`config.mk`:
```
export PLATFORM = sky130hd
export DESIGN_NAME = traffic_phase_scheduler_flat
export DESIGN_NICKNAME = d
export VERILOG_FILES = /design/src/rtl/traffic_phase_scheduler_if.sv /design/src/rtl/traffic_phase_scheduler.sv /design/src/flat_wrapper.sv
export SDC_FILE = /design/constraint.sdc
export NUM_CORES = 1
export LEC_CHECK = 0
export ABC_AREA = 1
export ABC_CLOCK_PERIOD_IN_PS = 2880
export CORE_MARGIN = 2
export CORE_UTILIZATION = 45
export CTS_CLUSTER_DIAMETER = 150
export CTS_CLUSTER_SIZE = 24
export DETAILED_ROUTE_END_ITERATION = 8
export PLACE_DENSITY = 0.76
export SYNTH_ARGS = -nofsm -noshare
export SYNTH_HDL_FRONTEND = slang
export SYNTH_SLANG_ARGS = --single-unit
export TNS_END_PERCENT = 10
```
`constraint.sdc`:
```
create_clock -name clk -period 2.88 [get_ports clk]
set_input_delay 0.432 -clock clk [delete_from_list [all_inputs] [get_ports clk]]
set_output_delay 0.432 -clock clk [all_outputs]
set_load 0.01 [all_outputs]
```
`src/rtl/traffic_phase_scheduler_if.sv`:
```
// Request/emergency inputs and phase outputs of the intersection scheduler.
// The controller side drives requests; the scheduler drives the lights.
interface traffic_phase_scheduler_if;
    logic [3:0] req;
    logic       emg_valid;
    logic [1:0] emg_dir;
    logic [1:0] traffic_light;
    logic       green;
    logic       yellow;
    logic       all_red;
    logic       emg_active;

    modport master (
        output req, emg_valid, emg_dir,
        input  traffic_light, green, yellow, all_red, emg_active
    );

    modport slave (
        input  req, emg_valid, emg_dir,
        output traffic_light, green, yellow, all_red, emg_active
    );
endinterface

```
`src/rtl/traffic_phase_scheduler.sv`:
```
// Four-way intersection phase sequencer: timed green/yellow/all-red cycle,
// round-robin direction selection and emergency preemption.
module traffic_phase_scheduler #(
    parameter int unsigned GREEN_CYCLES   = 20,
    parameter int unsigned YELLOW_CYCLES  = 4,
    parameter int unsigned ALL_RED_CYCLES = 2,
    parameter int unsigned CNT_W          = 8
) (
    input  logic                       clk,
    input  logic                       rst,
    traffic_phase_scheduler_if.slave   bus
);

    localparam logic [CNT_W-1:0] G_LOAD = CNT_W'(GREEN_CYCLES - 1);
    localparam logic [CNT_W-1:0] Y_LOAD = CNT_W'(YELLOW_CYCLES - 1);
    localparam logic [CNT_W-1:0] R_LOAD = CNT_W'(ALL_RED_CYCLES - 1);

    typedef enum logic [1:0] {
        S_GREEN,
        S_YELLOW,
        S_ALL_RED,
        S_EMG
    } state_t;

    state_t           state;
    state_t           state_n;
    logic [1:0]       dir;
    logic [1:0]       dir_n;
    logic [CNT_W-1:0] cnt;
    logic [CNT_W-1:0] cnt_n;

    logic [1:0]       tl_n;
    logic             green_n;
    logic             yellow_n;
    logic             all_red_n;
    logic             emg_n;

    logic             cnt_zero;
    logic             other_req;
    logic             emg_here;

    // First requester after cur, circularly, cur itself last; cur+1 if none.
    function automatic logic [1:0] pick_dir(
        input logic [1:0] cur,
        input logic [3:0] r
    );
        logic [1:0] pick;
        logic [1:0] idx;
        logic       found;
        pick  = cur + 2'd1;
        found = 1'b0;
        for (int k = 1; k <= 4; k++) begin
            idx = cur + 2'(k);
            if (!found && r[idx]) begin
                pick  = idx;
                found = 1'b1;
            end
        end
        return pick;
    endfunction

    assign cnt_zero  = (cnt == '0);
    assign other_req = |(bus.req & ~(4'b0001 << dir));
    assign emg_here  = bus.emg_valid && (bus.emg_dir == dir);

    always_ff @(posedge clk) begin
        if (rst) begin
            state <= S_ALL_RED;
            dir   <= 2'd3;
            cnt   <= R_LOAD;
        end else begin
            state <= state_n;
            dir   <= dir_n;
            cnt   <= cnt_n;
        end
    end

    always_comb begin
        state_n = state;
        dir_n   = dir;
        cnt_n   = cnt - 1'b1;
        unique case (state)
            S_GREEN: begin
                if (bus.emg_valid) begin
                    if (emg_here) begin
                        state_n = S_EMG;
                        cnt_n   = cnt;
                    end else begin
                        state_n = S_YELLOW;
                        cnt_n   = Y_LOAD;
                    end
                end else if (cnt_zero) begin
                    if (other_req) begin
                        state_n = S_YELLOW;
                        cnt_n   = Y_LOAD;
                    end else begin
                        cnt_n   = G_LOAD;
                    end
                end
            end
            S_YELLOW: begin
                if (cnt_zero) begin
                    state_n = S_ALL_RED;
                    cnt_n   = R_LOAD;
                end
            end
            S_ALL_RED: begin
                if (cnt_zero) begin
                    if (bus.emg_valid) begin
                        state_n = S_EMG;
                        dir_n   = bus.emg_dir;
                        cnt_n   = cnt;
                    end else begin
                        state_n = S_GREEN;
                        dir_n   = pick_dir(dir, bus.req);
                        cnt_n   = G_LOAD;
                    end
                end
            end
            S_EMG: begin
                cnt_n = cnt;
                if (!emg_here) begin
                    state_n = S_YELLOW;
                    cnt_n   = Y_LOAD;
                end
            end
            default: begin
                state_n = S_ALL_RED;
                cnt_n   = R_LOAD;
            end
        endcase
    end

    // Decoded from the next state so the lights come straight from flops.
    always_comb begin
        tl_n      = dir_n;
        green_n   = (state_n == S_GREEN) || (state_n == S_EMG);
        yellow_n  = (state_n == S_YELLOW);
        all_red_n = (state_n == S_ALL_RED);
        emg_n     = (state_n == S_EMG);
    end

    always_ff @(posedge clk) begin
        if (rst) begin
            bus.traffic_light <= 2'd3;
            bus.green         <= 1'b0;
            bus.yellow        <= 1'b0;
            bus.all_red       <= 1'b1;
            bus.emg_active    <= 1'b0;
        end else begin
            bus.traffic_light <= tl_n;
            bus.green         <= green_n;
            bus.yellow        <= yellow_n;
            bus.all_red       <= all_red_n;
            bus.emg_active    <= emg_n;
        end
    end

endmodule

```
`src/flat_wrapper.sv`:
```
// flat-port wrapper written by rule: the top's interface ports become plain ports
module traffic_phase_scheduler_flat 
#(
    parameter int unsigned GREEN_CYCLES   = 20,
    parameter int unsigned YELLOW_CYCLES  = 4,
    parameter int unsigned ALL_RED_CYCLES = 2,
    parameter int unsigned CNT_W          = 8
)
  (clk, rst, bus_req, bus_emg_valid, bus_emg_dir, bus_traffic_light, bus_green, bus_yellow, bus_all_red, bus_emg_active);
  traffic_phase_scheduler_if bus_i ();
  input  logic clk;
  input  logic rst;
  input wire logic [$bits(bus_i.req)-1:0] bus_req;
  input wire logic [$bits(bus_i.emg_valid)-1:0] bus_emg_valid;
  input wire logic [$bits(bus_i.emg_dir)-1:0] bus_emg_dir;
  output wire logic [$bits(bus_i.traffic_light)-1:0] bus_traffic_light;
  output wire logic [$bits(bus_i.green)-1:0] bus_green;
  output wire logic [$bits(bus_i.yellow)-1:0] bus_yellow;
  output wire logic [$bits(bus_i.all_red)-1:0] bus_all_red;
  output wire logic [$bits(bus_i.emg_active)-1:0] bus_emg_active;
  assign bus_i.req = bus_req;
  assign bus_i.emg_valid = bus_emg_valid;
  assign bus_i.emg_dir = bus_emg_dir;
  assign bus_traffic_light = bus_i.traffic_light;
  assign bus_green = bus_i.green;
  assign bus_yellow = bus_i.yellow;
  assign bus_all_red = bus_i.all_red;
  assign bus_emg_active = bus_i.emg_active;
  traffic_phase_scheduler #(.GREEN_CYCLES(GREEN_CYCLES), .YELLOW_CYCLES(YELLOW_CYCLES), .ALL_RED_CYCLES(ALL_RED_CYCLES), .CNT_W(CNT_W)) u_core (.clk(clk), .rst(rst), .bus(bus_i));
endmodule
```
Word-level counts from Yosys, hierarchy flattened
Cells that the tools add are included.
W data, S select, Z words.
{ "op_classes": {"eq_ne": 9, "order_cmp": 4, "bitwise": 2, "n_mux": 41, "shift": 1, "reduce_logical": 13, "addsub": 4} }
{ "op_table": {"columns": ["op", "n"], "rows": [
  ["$mux W8", 6],
  ["$pmux W8 S4", 1],
  ["$mux W2", 12],
  ["$mux W1", 16],
  ["$lt A2 B3 Y1 const B", 4],
  ["$bmux W1 S2", 4],
  ["$eq A2 B2 Y1 const B", 4],
  ["$logic_not A8 Y1", 1],
  ["$pmux W2 S4", 1],
  ["$sub A8 B1 Y8 const B", 1],
  ["$mux W5", 1],
  ["$add A2 B2 Y2 const B", 2],
  ["$and A4 B4 Y4", 1],
  ["$eq A2 B1 Y1 const B", 2],
  ["$logic_and A1 B1 Y1", 4],
  ["$logic_not A2 Y1", 2],
  ["$not A4 Y4", 1],
  ["$reduce_or A4 Y1", 1],
  ["$shl A1 B2 Y4 const A", 1],
  ["$logic_not A1 Y1", 3],
  ["$ne A3 B3 Y1 const B", 1],
  ["$reduce_and A3 Y1", 1],
  ["$add A2 B1 Y2 const B", 1],
  ["$eq A2 B2 Y1", 1],
  ["2 further kinds", 2]
]} }
{ "word_totals": {"inputBits": 9, "register_bits": 16} }

Logic depth before layout (Yosys ltp)
Gate-level depths: netlist of the first run.
{ "logic_depth": {"ltp_word": 23, "ltp_mapped": 15} }

Least setup slack after synthesis of the first run
No wires, ideal clock.
{ "synth_path": {"path_kind": "register to register", "start": "register, netlist name u_core.bus.traffic_light[1]", "end": "register u_core.bus.all_red", "arrival_time_ns": 1.662, "setup_slack_ns": 1.094, "synth_period_minus_slack_ns": 1.786, "required_time_ns": 2.757, "path_stages_with_launch": 11, "setup_ns": 0.123, "path_cell_list": "dfxtp_1 > inv_1 > ha_1 > inv_1 > nand2_1 > nand2_1 > nor2_1 > o21ai_1 > o21ai_2 > ha_1 > or2_2"} }
{ "synth_lines": {"columns": ["element", "line_no", "text"], "rows": [
  ["end signal, assigned", "traffic_phase_scheduler.sv:154", "bus.all_red <= all_red_n;"],
  ["end, declared", "traffic_phase_scheduler_if.sv:20", "output traffic_light, green, yellow, all_red, emg_active"]
]} }

==> key figures, run 1 <==
Timing
  • Worst slew pin tran: 558.1 ps
  • Setup repair after global routing missed its margin: no
  • Fin crit period: 1987 ps
  • Final-report hold violation count: 0
  • Clk_skew: 2.455 ps
  • Count of pins over their slew limit: 0
  • Final period utilization: 69.00%
  • Max Fclk: 503.2 MHz
  • Slew margin rel.: 62.68%
  • Setup-failing EPs final: 0
  • Setup TNS: 0 ps
  • Final WS setup: 892.7 ps

Logic synthesis
  • Syn Area/Cell: 6.222 um2
  • Synth async-reset ratio: 0%
  • Most frequent cell after synthesis: nand2_1
  • Yosys synthesis warning count: 0
  • Area leader, netlist: dfxtp_1
  • Post-synth EDFFs: 0
  • Post-Synth Adder-Cell Area: 8.264%
  • Simple-gate share of the synthesized area: 43.71%
  • Post-synthesis xor/xnor area fraction: 1.286%
  • Synthesized area: 1363 um2
  • Dominant cells by area after synthesis: dfxtp_1 24%, nand2_1 18%, nand3_1 8.4%
  • Multiplexer share of the synthesized area: 0%
  • Top post-synthesis cells by count: 67 x nand2_1, 27 x inv_1, 23 x nand3_1
  • Synth Register Bits: 16
  • Largest family of logic cells by synthesized area: simple AND/OR/NAND/NOR gates
  • Main synth FF type: dfxtp_1
  • Sequential fraction of the synthesis area: 23.51%
  • Post-synth top area share: 23.51%
  • Post-synthesis compound-gate area fraction: 12.03%
  • Mapped Nets: 237
  • Post-Syn Instances: 219
  • Yosys cell types: 32

Floorplan
  • Die Wd: 59.03 um
  • Core area: 2805 um2
  • Die area: 3484 um2
  • Num ports: 15
  • Die Height: 59.03 um
  • Initial core utilization: 48.57%
  • Site Rows: 19

Worst setup path
  • RR Endpoint: u_core.bus.traffic_light[1]$_SDFFE_PP1P_
  • Crit-path max cell delay: 610 ps
  • Crit. End Element: flip-flop
  • Critical path class: flip-flop to flip-flop
  • Most common cell on crit path: nor2_1
  • CP endpoint: u_core.bus.traffic_light[1]$_SDFFE_PP1P_
  • CP startpoint: u_core.bus.traffic_light[0]$_SDFFE_PP1P_
  • CP Launch Type: flip-flop
  • Flop2flop setup slack: 890 ps
  • Critical Path RT: 3080 ps
  • Reg2reg path depth: 11
  • Critical Path Fanout Max: 11
  • WP depth: 11
  • Crit path arrival time: 2180 ps
  • Sequence of cells on the critical path: inv_4, ha_1, inv_1, nand3_1, nand2_2, nand2_1, nor2_1, nor2_2, nor2_1, nor2_1, nand2_1
  • Slowest-stage cell, CP: dfxtp_1
  • Gate family responsible for the most delay along the worst path: simple AND/OR/NAND/NOR gates
  • CP Buf/Inv Count: 2
  • Worst R2R Start: u_core.bus.traffic_light[0]$_SDFFE_PP1P_

Clock tree
  • CTS Hold Bufs: 0
  • Root Driver: clkbuf_4
  • Post-CTS Setup Inserts: 0
  • CTS tree: built
  • Post-CTS Resized: 0
  • Worst-case clock buffer depth: 2
  • Clk Latency, worst-skew pair: 290 ps
  • CTS clk-pin slew, worst paths: 100 ps
  • CTS Buf Count: 3
  • CTS sink cnt: 16
  • CTS H-tree depth: 1

GRT
  • Global route overflow: 0
  • Pin count of the biggest net entering global routing: 15
  • Initial antenna violation count: 0
  • First-pass GRT wire length: 5209 um
  • Total GRT Usage: 19.30%
  • Number of global-route vias before repair: 1237

Power
  • Total Power: 0.001931 W
  • VDD IR max: 733.3 uV
  • Net Switching: 0.001018 W
  • Leak: 0.7789 nW
  • Switching share of power: 52.70%
  • Clk pwr share: 8.0%
  • Power per Cell Area: 1236 nW/um2
  • Seq pwr share: 23.2%
  • Pint: 0.0009134 W
  • Gate power share: 68.8%

Placed design
  • Hpwl dp: 2284 um
  • # port buffers: 14
  • Setup WS pre-CTS: 666.6 ps
  • Placer congestion estimate: 0.8496
  • Placed Instances: 262

Finish
  • FF/Latch Area: 320.3 um2
  • Layout cells sized above 1: 14.47%
  • Area of the multi-input gates: 889.6 um2
  • Antenna Cells: 0
  • Final nets: 254
  • Area growth from synthesis to layout: 14.69%
  • Filler Cell Count: 276
  • Non-Filler Instances: 266

Detailed routing
  • Drt drc: 0
  • Final ANT Viol Nets: 0
  • Via density: 4.925
  • Vias: 1310
  • Wire per inst: 10.81 um
  • Drt initial violations: 73
  • Total wire length: 2876 um
  • First-pass iteration count of the detailed router: 4

Outcome
  • Status: complete, no violations

Hold path
  • Hold Path Class: flip-flop to flip-flop

Run
  • Max Cap Violations: 0
==> final cells by class <==
class	count	area share (%)
flip-flops and latches	16	20.50
well taps	31	2.482
multi-input cells	165	56.93
repair buffers	14	8.967
inverters	36	8.807
clock buffers	4	2.322
==> layout by cell type, fill, tap and decap left out, drive strengths merged, types with 4 or more instances in the layout <==
cell type / synthesis / final
nand3: 24 / 24
a21oi: 8 / 8
dfxtp: 16 / 16
nor2: 26 / 26
clkdlybuf4s50: 0 / 14
nand2: 73 / 73
inv: 35 / 35
ha: 9 / 9
o21ai: 16 / 16
clkbuf: 1 / 4
==> power groups by stage <==
stage | Clock [W] | Sequential, W | Combinational, W
after floorplan | 0 | 0.000438 | 0.00105
after global placement | 0 | 0.000453 | 0.00130
after detailed placement | 0 | 0.000454 | 0.00132
after CTS | 0.000160 | 0.000449 | 0.00133
after global routing | 0.000172 | 0.000466 | 0.00152
final | 0.000154 | 0.000449 | 0.00133
==> metrics by stage <==
stage / hold slack [ps] / utilization [%] / cell area, um2
after floorplan: 475.8 / - / 1363
after global placement: 490.2 / 54.42 / 1526
after detailed placement: 502.6 / 54.42 / 1526
after CTS: 517.5 / 55.71 / 1563
after global routing: 553.3 / 55.71 / 1563
final: 516.2 / 55.71 / 1563
==> metal layers <==
| layer | track usage (%) | share of wire [%] | routed length (um) |
|---|---|---|---|
| met5 | 0 | 0 | 0 |
| met2 | 31.59 | 47 | 1360 |
| met1 | 25.27 | 48 | 1393 |
| met4 | 7.468 | 1.1 | 33 |
| met3 | 3.275 | 3.1 | 89 |
==> worst min path at each step <==
stage | from | to | slack [ps] | cells past startpoint
after detailed placement | u_core.cnt[5]$_SDFFE_PP0P_ | u_core.cnt[5]$_SDFFE_PP0P_ | 500 | 2
after CTS | u_core.cnt[5]$_SDFFE_PP0P_ | u_core.cnt[5]$_SDFFE_PP0P_ | 520 | 2
after global routing | u_core.cnt[5]$_SDFFE_PP0P_ | u_core.cnt[5]$_SDFFE_PP0P_ | 550 | 2
after floorplan | u_core.cnt[6]$_SDFFE_PP0P_ | u_core.cnt[6]$_SDFFE_PP0P_ | 480 | 2
final | u_core.cnt[5]$_SDFFE_PP0P_ | u_core.cnt[5]$_SDFFE_PP0P_ | 520 | 2
after global placement | u_core.cnt[6]$_SDFFE_PP0P_ | u_core.cnt[6]$_SDFFE_PP0P_ | 490 | 2
==> state kept, by name, summed over array words and instances (netlist names) <==
register	cells
u_core.state	2
u_core.bus.traffic_light	2
u_core.bus.green	1
u_core.bus.yellow	1
u_core.cnt	8
u_core.bus.emg_active	1
u_core.bus.all_red	1
==> worst register-to-register path, delay by kind of cell, from the launching register on <==
| kind | cells | cell delay, ps |
|---|---|---|
| and+or+nand+nor | 8 | 690 |
| DFF | 1 | 610 |
| adders and majority gates | 1 | 400 |
| buffers and inverters | 2 | 200 |
==> cells by family (layout without fill, tap and decap cells) <==
kind of cell,count (synthesis),after routing
adder cells (fa/ha/maj),9,9
buffers and inverters,38,54
AND/OR/NAND/NOR,127,127
AO/OA/AOI/OAI,27,27
flip-flops,16,16
XOR/XNOR,2,2
Power figures use the tool's default switching activity.
==> inputs of run 2 (changes only) <==
- ABC_CLOCK_PERIOD_IN_PS: 2880 -> 1700
- PLACE_DENSITY: 0.76 -> 0.79
- clock period: 2.88 -> 1.7 ns (I/O delays scaled with it)
==> key figures, run 2 (synthesis results as in run 1) <==
Outcome
  • Status: finished with violations
  • Failing checks: negative setup slack

Finish
  • Commonest non-fill, non-tap cell in the layout: nand2_1
  • Final nets: 290 (+14%)
  • Commonest cells after routing, fill and taps aside: 61 x nand2_1, 34 x buf_4, 22 x inv_1, 21 x nand3_1, 16 x nor2_1
  • Top Registers: u_core.cnt: 8 flops, u_core.bus.traffic_light: 2 flops, u_core.state: 2 flops
  • Area growth from synthesis to layout: 43.53%
  • Filler Cell Count: 221 (-20%)
  • Most flop-heavy register: u_core.cnt
  • Post-layout util: 69.71% (+14 points)
  • FF/Latch Area: 330.3 um2 (+3.1%)
  • Antenna Cells: 0 (unchanged)
  • Max reg flops: 8 (unchanged)
  • Layout cells sized above 1: 35.06% (+21 points)
  • Area of the multi-input gates: 989.7 um2 (+11%)

Timing
  • Final WS setup: -30.63 ps (-923.3 ps)
  • Clk_skew: 4.538 ps (+2.083 ps)
  • Count of pins over their slew limit: 0 (unchanged)
  • Fin crit period: 1731 ps (-256.7 ps)
  • Max Fclk: 577.8 MHz (+15%)
  • Slew margin rel.: 77.71% (+15 points)
  • Setup-failing EPs final: 1 (+1)
  • Setup repair after global routing missed its margin: yes
  • Final period utilization: 101.8% (+33 points)
  • Worst slew pin tran: 333.3 ps (-224.8 ps)
  • Final-report hold violation count: 0 (unchanged)

Worst setup path
  • Critical Path RT: 1900 ps (-1180 ps)
  • CP Launch Type: flip-flop
  • Crit path arrival time: 1930 ps (-250 ps)
  • Crit. End Element: flip-flop
  • RR Endpoint: u_core.bus.all_red$_SDFF_PP1_
  • CP endpoint: u_core.bus.all_red$_SDFF_PP1_
  • Critical Path Fanout Max: 3 (-8)
  • CP startpoint: u_core.cnt[0]$_SDFFE_PP1P_
  • Reg2reg path depth: 11 (unchanged)
  • Critical path class: flip-flop to flip-flop
  • Worst R2R Start: u_core.cnt[0]$_SDFFE_PP1P_
  • Flop2flop setup slack: -30 ps (-920 ps)

Floorplan
  • Die Height: 59.03 um (unchanged)
  • Die Wd: 59.03 um (unchanged)
  • Site Rows: 19 (unchanged)
  • Core area: 2805 um2 (unchanged)
  • Die area: 3484 um2 (unchanged)
  • Initial core utilization: 48.57% (unchanged)
  • Num ports: 15 (unchanged)

GRT
  • Pin count of the biggest net entering global routing: 10 (-5)
  • Total GRT Usage: 21.65% (+2.4 points)
  • Initial antenna violation count: 0 (unchanged)
  • Number of global-route vias before repair: 1353 (+9.4%)
  • First-pass GRT wire length: 5720 um (+9.8%)
  • Global route overflow: 0 (unchanged)

Power
  • Power per Cell Area: 2183 nW/um2 (+77%)
  • VDD IR max: 1540 uV (+110%)
  • Leak: 0.9670 nW (+24%)

Clock tree
  • CTS Buf Count: 3 (unchanged)
  • CTS clk-pin slew, worst paths: 100 ps (about the same)
  • Worst-case clock buffer depth: 2 (unchanged)
  • CTS H-tree depth: 1 (unchanged)
  • CTS sink cnt: 16 (unchanged)
  • CTS tree: built
  • Root Driver: clkbuf_4
  • Clk Latency, worst-skew pair: 300 ps (about the same)

Detailed routing
  • Final ANT Viol Nets: 0 (unchanged)
  • Drt drc: 0 (unchanged)
  • Wire per inst: 11.67 um (+7.9%)
  • Drt initial violations: 85 (+16%)
  • Total wire length: 3523 um (+22%)
  • Via density: 4.990 (+1.3%)
  • Vias: 1507 (+15%)
  • First-pass iteration count of the detailed router: 4 (unchanged)

Placed design
  • Setup WS pre-CTS: -205.2 ps (-871.7 ps)
  • Hpwl dp: 2626 um (+15%)
  • Placer congestion estimate: 0.8418 (-0.92%)
  • # port buffers: 14 (unchanged)

Hold path
  • Hold Path Class: flip-flop to flip-flop
  • Hold depth: 2 (unchanged)

Run
  • Max Cap Violations: 0 (unchanged)
run 2: cell types whose count changed in the layout (fill, tap and decap cells not counted), moves of 3 or more:
cell,before,now
buf_4,0,34
nand2_1,67,61
inv_1,27,22
dfxtp_1,16,12
ha_1,9,5
inv_2,7,11
nand2_2,5,9
ha_4,0,3
run 2: cell type report:
| class | count | share of cell area [%] |
|---|---|---|
| Tap cell | 31 | 1.983 |
| Clock buffer | 4 | 1.855 |
| Inverter | 36 | 7.294 |
| Sequential cell | 16 | 16.89 |
| Timing Repair Buffer | 50 | 21.37 |
| Multi-Input combinational cell | 165 | 50.61 |
run 2: worst min-delay path by stage:
stage	start	slack (ps)	end
6_report	u_core.cnt[3]$_SDFFE_PP0P_	560	u_core.cnt[3]$_SDFFE_PP0P_
4_1_cts	u_core.cnt[3]$_SDFFE_PP0P_	560	u_core.cnt[3]$_SDFFE_PP0P_
3_3_place_gp	u_core.cnt[3]$_SDFFE_PP0P_	510	u_core.cnt[3]$_SDFFE_PP0P_
2_1_floorplan	rst	350	u_core.cnt[0]$_SDFFE_PP1P_
3_5_place_dp	u_core.cnt[3]$_SDFFE_PP0P_	540	u_core.cnt[3]$_SDFFE_PP0P_
5_1_grt	u_core.cnt[3]$_SDFFE_PP0P_	590	u_core.cnt[3]$_SDFFE_PP0P_
run 2: power breakdown:
| group | total (W) | internal [W] | switching (W) |
|---|---|---|---|
| clock network | 0.000265 | 0.000131 | 0.000134 |
| logic | 0.00326 | 0.00149 | 0.00178 |
| registers | 0.000740 | 0.000564 | 0.000176 |
| total | 0.00427 | 0.00218 | 0.00209 |
run 2: routing by layer:
metal | routed length [um] | global-route usage (%)
met1 | 1602 | 27.42
met2 | 1724 | 36.03
met3 | 136 | 4.585
met5 | 0 | 0
met4 | 61 | 8.117
run 2: per-stage QoR:
stage          instances  TNS, ps  hold slack [ps]  power (W)  cell area [um2]
4_1_cts              299   -41.16            560.7   0.003844             1846
2_1_floorplan        219        0            354.6   0.002545             1373
3_3_place_gp         295   -640.1            506.6   0.003420             1784
3_5_place_dp         295   -866.3            544.5   0.003492             1784
6_report             302   -30.63            559.2   0.004270             1956
5_1_grt              302   -247.0            591.8   0.004689             1956
run 2: timing repair:
| item | CTS | global route |
|---|---|---|
| endpoints found under the hold margin | 0 | 0 |
| hold buffers | 0 | 0 |
| resized for setup | 5 | 27 |
| buffers inserted | 0 | 3 |
| pin swaps | 1 | 12 |
| setup endpoints to repair | 4 | 7 |
run 2: worst max-delay path, cell delays in order (launching register included):
cell	delay, ps
dfxtp_2	340
inv_2	70
ha_4	150
nand2_4	60
nor2_8	140
inv_4	50
buf_6	110
o21ai_2	130
o21ai_2	70
buf_4	140
ha_4	140
or2_4	210
==> inputs of run 3 (changes only) <==
- CORE_MARGIN: 2 -> 5
==> key figures, run 3 (synthesis results as in run 1) <==
Worst setup path
  • Critical path class: flip-flop to flip-flop
  • CP Buf/Inv Count: 3 (-1)
  • Slowest-stage cell, CP: dfxtp_2
  • Gate family responsible for the most delay along the worst path: simple AND/OR/NAND/NOR gates
  • Flop2flop setup slack: 50 ps (+80 ps)
  • Crit. End Element: flip-flop
  • Critical Path Fanout Max: 3 (unchanged)
  • CP Launch Type: flip-flop
  • WP depth: 11 (unchanged)
  • Worst R2R Start: u_core.cnt[0]$_SDFFE_PP1P_
  • RR Endpoint: u_core.bus.all_red$_SDFF_PP1_
  • Crit-path max cell delay: 340 ps (about the same)
  • Sequence of cells on the critical path: inv_2, ha_4, nand2_4, nor2_8, inv_4, o21ai_2, o211ai_1, o21ai_2, inv_2, ha_2, or2_2
  • Crit path arrival time: 1840 ps (-90 ps)
  • CP endpoint: u_core.bus.all_red$_SDFF_PP1_
  • Critical Path RT: 1900 ps (about the same)
  • Reg2reg path depth: 11 (unchanged)
  • CP startpoint: u_core.cnt[0]$_SDFFE_PP1P_

Run
  • Max Cap Violations: 0 (unchanged)

Detailed routing
  • Wire per inst: 10.59 um (-9.2%)
  • Via density: 4.787 (-4.1%)
  • Vias: 1460 (-3.1%)
  • First-pass iteration count of the detailed router: 4 (unchanged)
  • Drt drc: 0 (unchanged)
  • Drt initial violations: 59 (-31%)
  • Total wire length: 3231 um (-8.3%)
  • Final ANT Viol Nets: 0 (unchanged)

Finish
  • Top Registers: u_core.cnt: 8 flops, u_core.bus.traffic_light: 2 flops, u_core.state: 2 flops
  • Non-Filler Instances: 305 (+0.99%)
  • FF/Latch Area: 331.6 um2 (+0.38%)
  • Commonest cells after routing, fill and taps aside: 63 x nand2_1, 37 x buf_4, 24 x inv_1, 23 x nand3_1, 16 x nor2_1
  • Max reg flops: 8 (unchanged)
  • Final nets: 291 (+0.34%)
  • Layout cells sized above 1: 33.82% (-1.2 points)
  • Area growth from synthesis to layout: 41.32%
  • Most flop-heavy register: u_core.cnt
  • Area of the multi-input gates: 958.4 um2 (-3.2%)
  • Fin area: 1926 um2 (-1.5%)
  • Commonest non-fill, non-tap cell in the layout: nand2_1
  • Filler Cell Count: 232 (+5.0%)
  • Antenna Cells: 0 (unchanged)

Clock tree
  • CTS Buf Count: 3 (unchanged)
  • Clk Latency, worst-skew pair: 300 ps (about the same)
  • CTS sink cnt: 16 (unchanged)
  • Worst-case clock buffer depth: 2 (unchanged)
  • CTS Hold Bufs: 0 (unchanged)
  • CTS clk-pin slew, worst paths: 100 ps (about the same)
  • CTS tree: built
  • CTS H-tree depth: 1 (unchanged)
  • Root Driver: clkbuf_4

Timing
  • Slew margin rel.: 80.53% (+2.8 points)
  • Setup-failing EPs final: 0 (-1)
  • Final period utilization: 96.97% (-4.8 points)
  • Worst slew pin tran: 291.1 ps (-42.18 ps)
  • Max Fclk: 606.6 MHz (+5.0%)
  • Setup repair after global routing missed its margin: yes
  • Final-report hold violation count: 0 (unchanged)
  • Clk_skew: 3.331 ps (-1.207 ps)
  • Final WS setup: 51.49 ps (+82.12 ps)
  • Fin crit period: 1649 ps (-82.12 ps)
  • Count of pins over their slew limit: 0 (unchanged)
  • Setup TNS: 0 ps (+30.63 ps)

Placed design
  • Placed Instances: 297 (+0.68%)
  • Setup WS pre-CTS: -205.2 ps (-0.06900 ps)
  • Placer congestion estimate: 0.8293 (-1.5%)
  • # port buffers: 14 (unchanged)
  • Hpwl dp: 2455 um (-6.5%)
  • Placed cell area: 1787 um2 (+0.14%)

Outcome
  • Status: complete, no violations

Power
  • Leak: 0.9630 nW (-0.41%)
  • Power per Cell Area: 2113 nW/um2 (-3.2%)
  • VDD IR max: 1444 uV (-6.2%)

Floorplan
  • Core area: 2978 um2 (+6.2%)
  • Initial core utilization: 45.76% (-2.8 points)
  • Site Rows: 20 (+1)
  • Die Wd: 65.03 um (+10%)
  • Die Height: 65.03 um (+10%)
  • Die area: 4228 um2 (+21%)
  • Num ports: 15 (unchanged)

GRT
  • Initial antenna violation count: 0 (unchanged)
  • Pin count of the biggest net entering global routing: 10 (unchanged)
  • First-pass GRT wire length: 5271 um (-7.8%)
  • Number of global-route vias before repair: 1323 (-2.2%)
  • Total GRT Usage: 15.41% (-6.2 points)
  • Global route overflow: 0 (unchanged)

Hold path
  • Hold Path Class: flip-flop to flip-flop
-- run 3: where the power goes --
| group | switching, W | internal [W] |
|---|---|---|
| clock network | 0.000133 | 0.000131 |
| logic | 0.00166 | 0.00142 |
| registers | 0.000160 | 0.000566 |
| total | 0.00195 | 0.00212 |
-- run 3: metrics by stage --
step	power [W]	hold slack, ps	util (%)
after floorplan	0.002545	354.6	-
after global placement	0.003441	507.8	60.00
after detailed placement	0.003489	518.6	60.00
after CTS	0.003899	507.4	62.56
after global routing	0.004469	539.1	64.66
final	0.004069	504.7	64.66
-- run 3: worst min path at each step --
stage / to / slack [ps] / start / cells past startpoint
after detailed placement: u_core.cnt[3]$_SDFFE_PP0P_ / 520 / u_core.cnt[3]$_SDFFE_PP0P_ / 2
after global routing: u_core.cnt[3]$_SDFFE_PP0P_ / 540 / u_core.cnt[3]$_SDFFE_PP0P_ / 2
final: u_core.cnt[3]$_SDFFE_PP0P_ / 500 / u_core.cnt[3]$_SDFFE_PP0P_ / 2
after floorplan: u_core.cnt[0]$_SDFFE_PP1P_ / 350 / rst / 2
after global placement: u_core.cnt[3]$_SDFFE_PP0P_ / 510 / u_core.cnt[3]$_SDFFE_PP0P_ / 2
after CTS: u_core.cnt[3]$_SDFFE_PP0P_ / 510 / u_core.cnt[3]$_SDFFE_PP0P_ / 2
-- run 3: repair_timing --
action / in CTS / in global routing
gates resized for setup: 8 / 13
setup endpoints to repair: 3 / 6
buffers inserted: 2 / 2
pin swaps: 3 / 4
gates cloned: 0 / 0
-- run 3: layout make-up --
type | count | share of cell area [%]
multi-input combinational | 165 | 49.77
sequential | 16 | 17.22
inverter | 36 | 7.277
clock buffer | 4 | 1.884
tap | 33 | 2.144
timing repair buffer | 51 | 21.70
-- run 3: worst min-delay path: cells and delay by family (launching register included) --
kind             cells  cell delay (ps)
AO/OA/AOI/OAI        1               60
flip-flops           1              350
AND/OR/NAND/NOR      1               60
-- run 3: layer usage --
| layer | up-vias | wire [um] | track usage [%] |
|---|---|---|---|
| met5 | - | 0 | 0 |
| met4 | 0 | 51 | 4.663 |
| met3 | 7 | 92 | 2.080 |
| met2 | 32 | 1608 | 27.97 |
| met1 | 627 | 1478 | 18.68 |
| li1 | 794 | - | - |
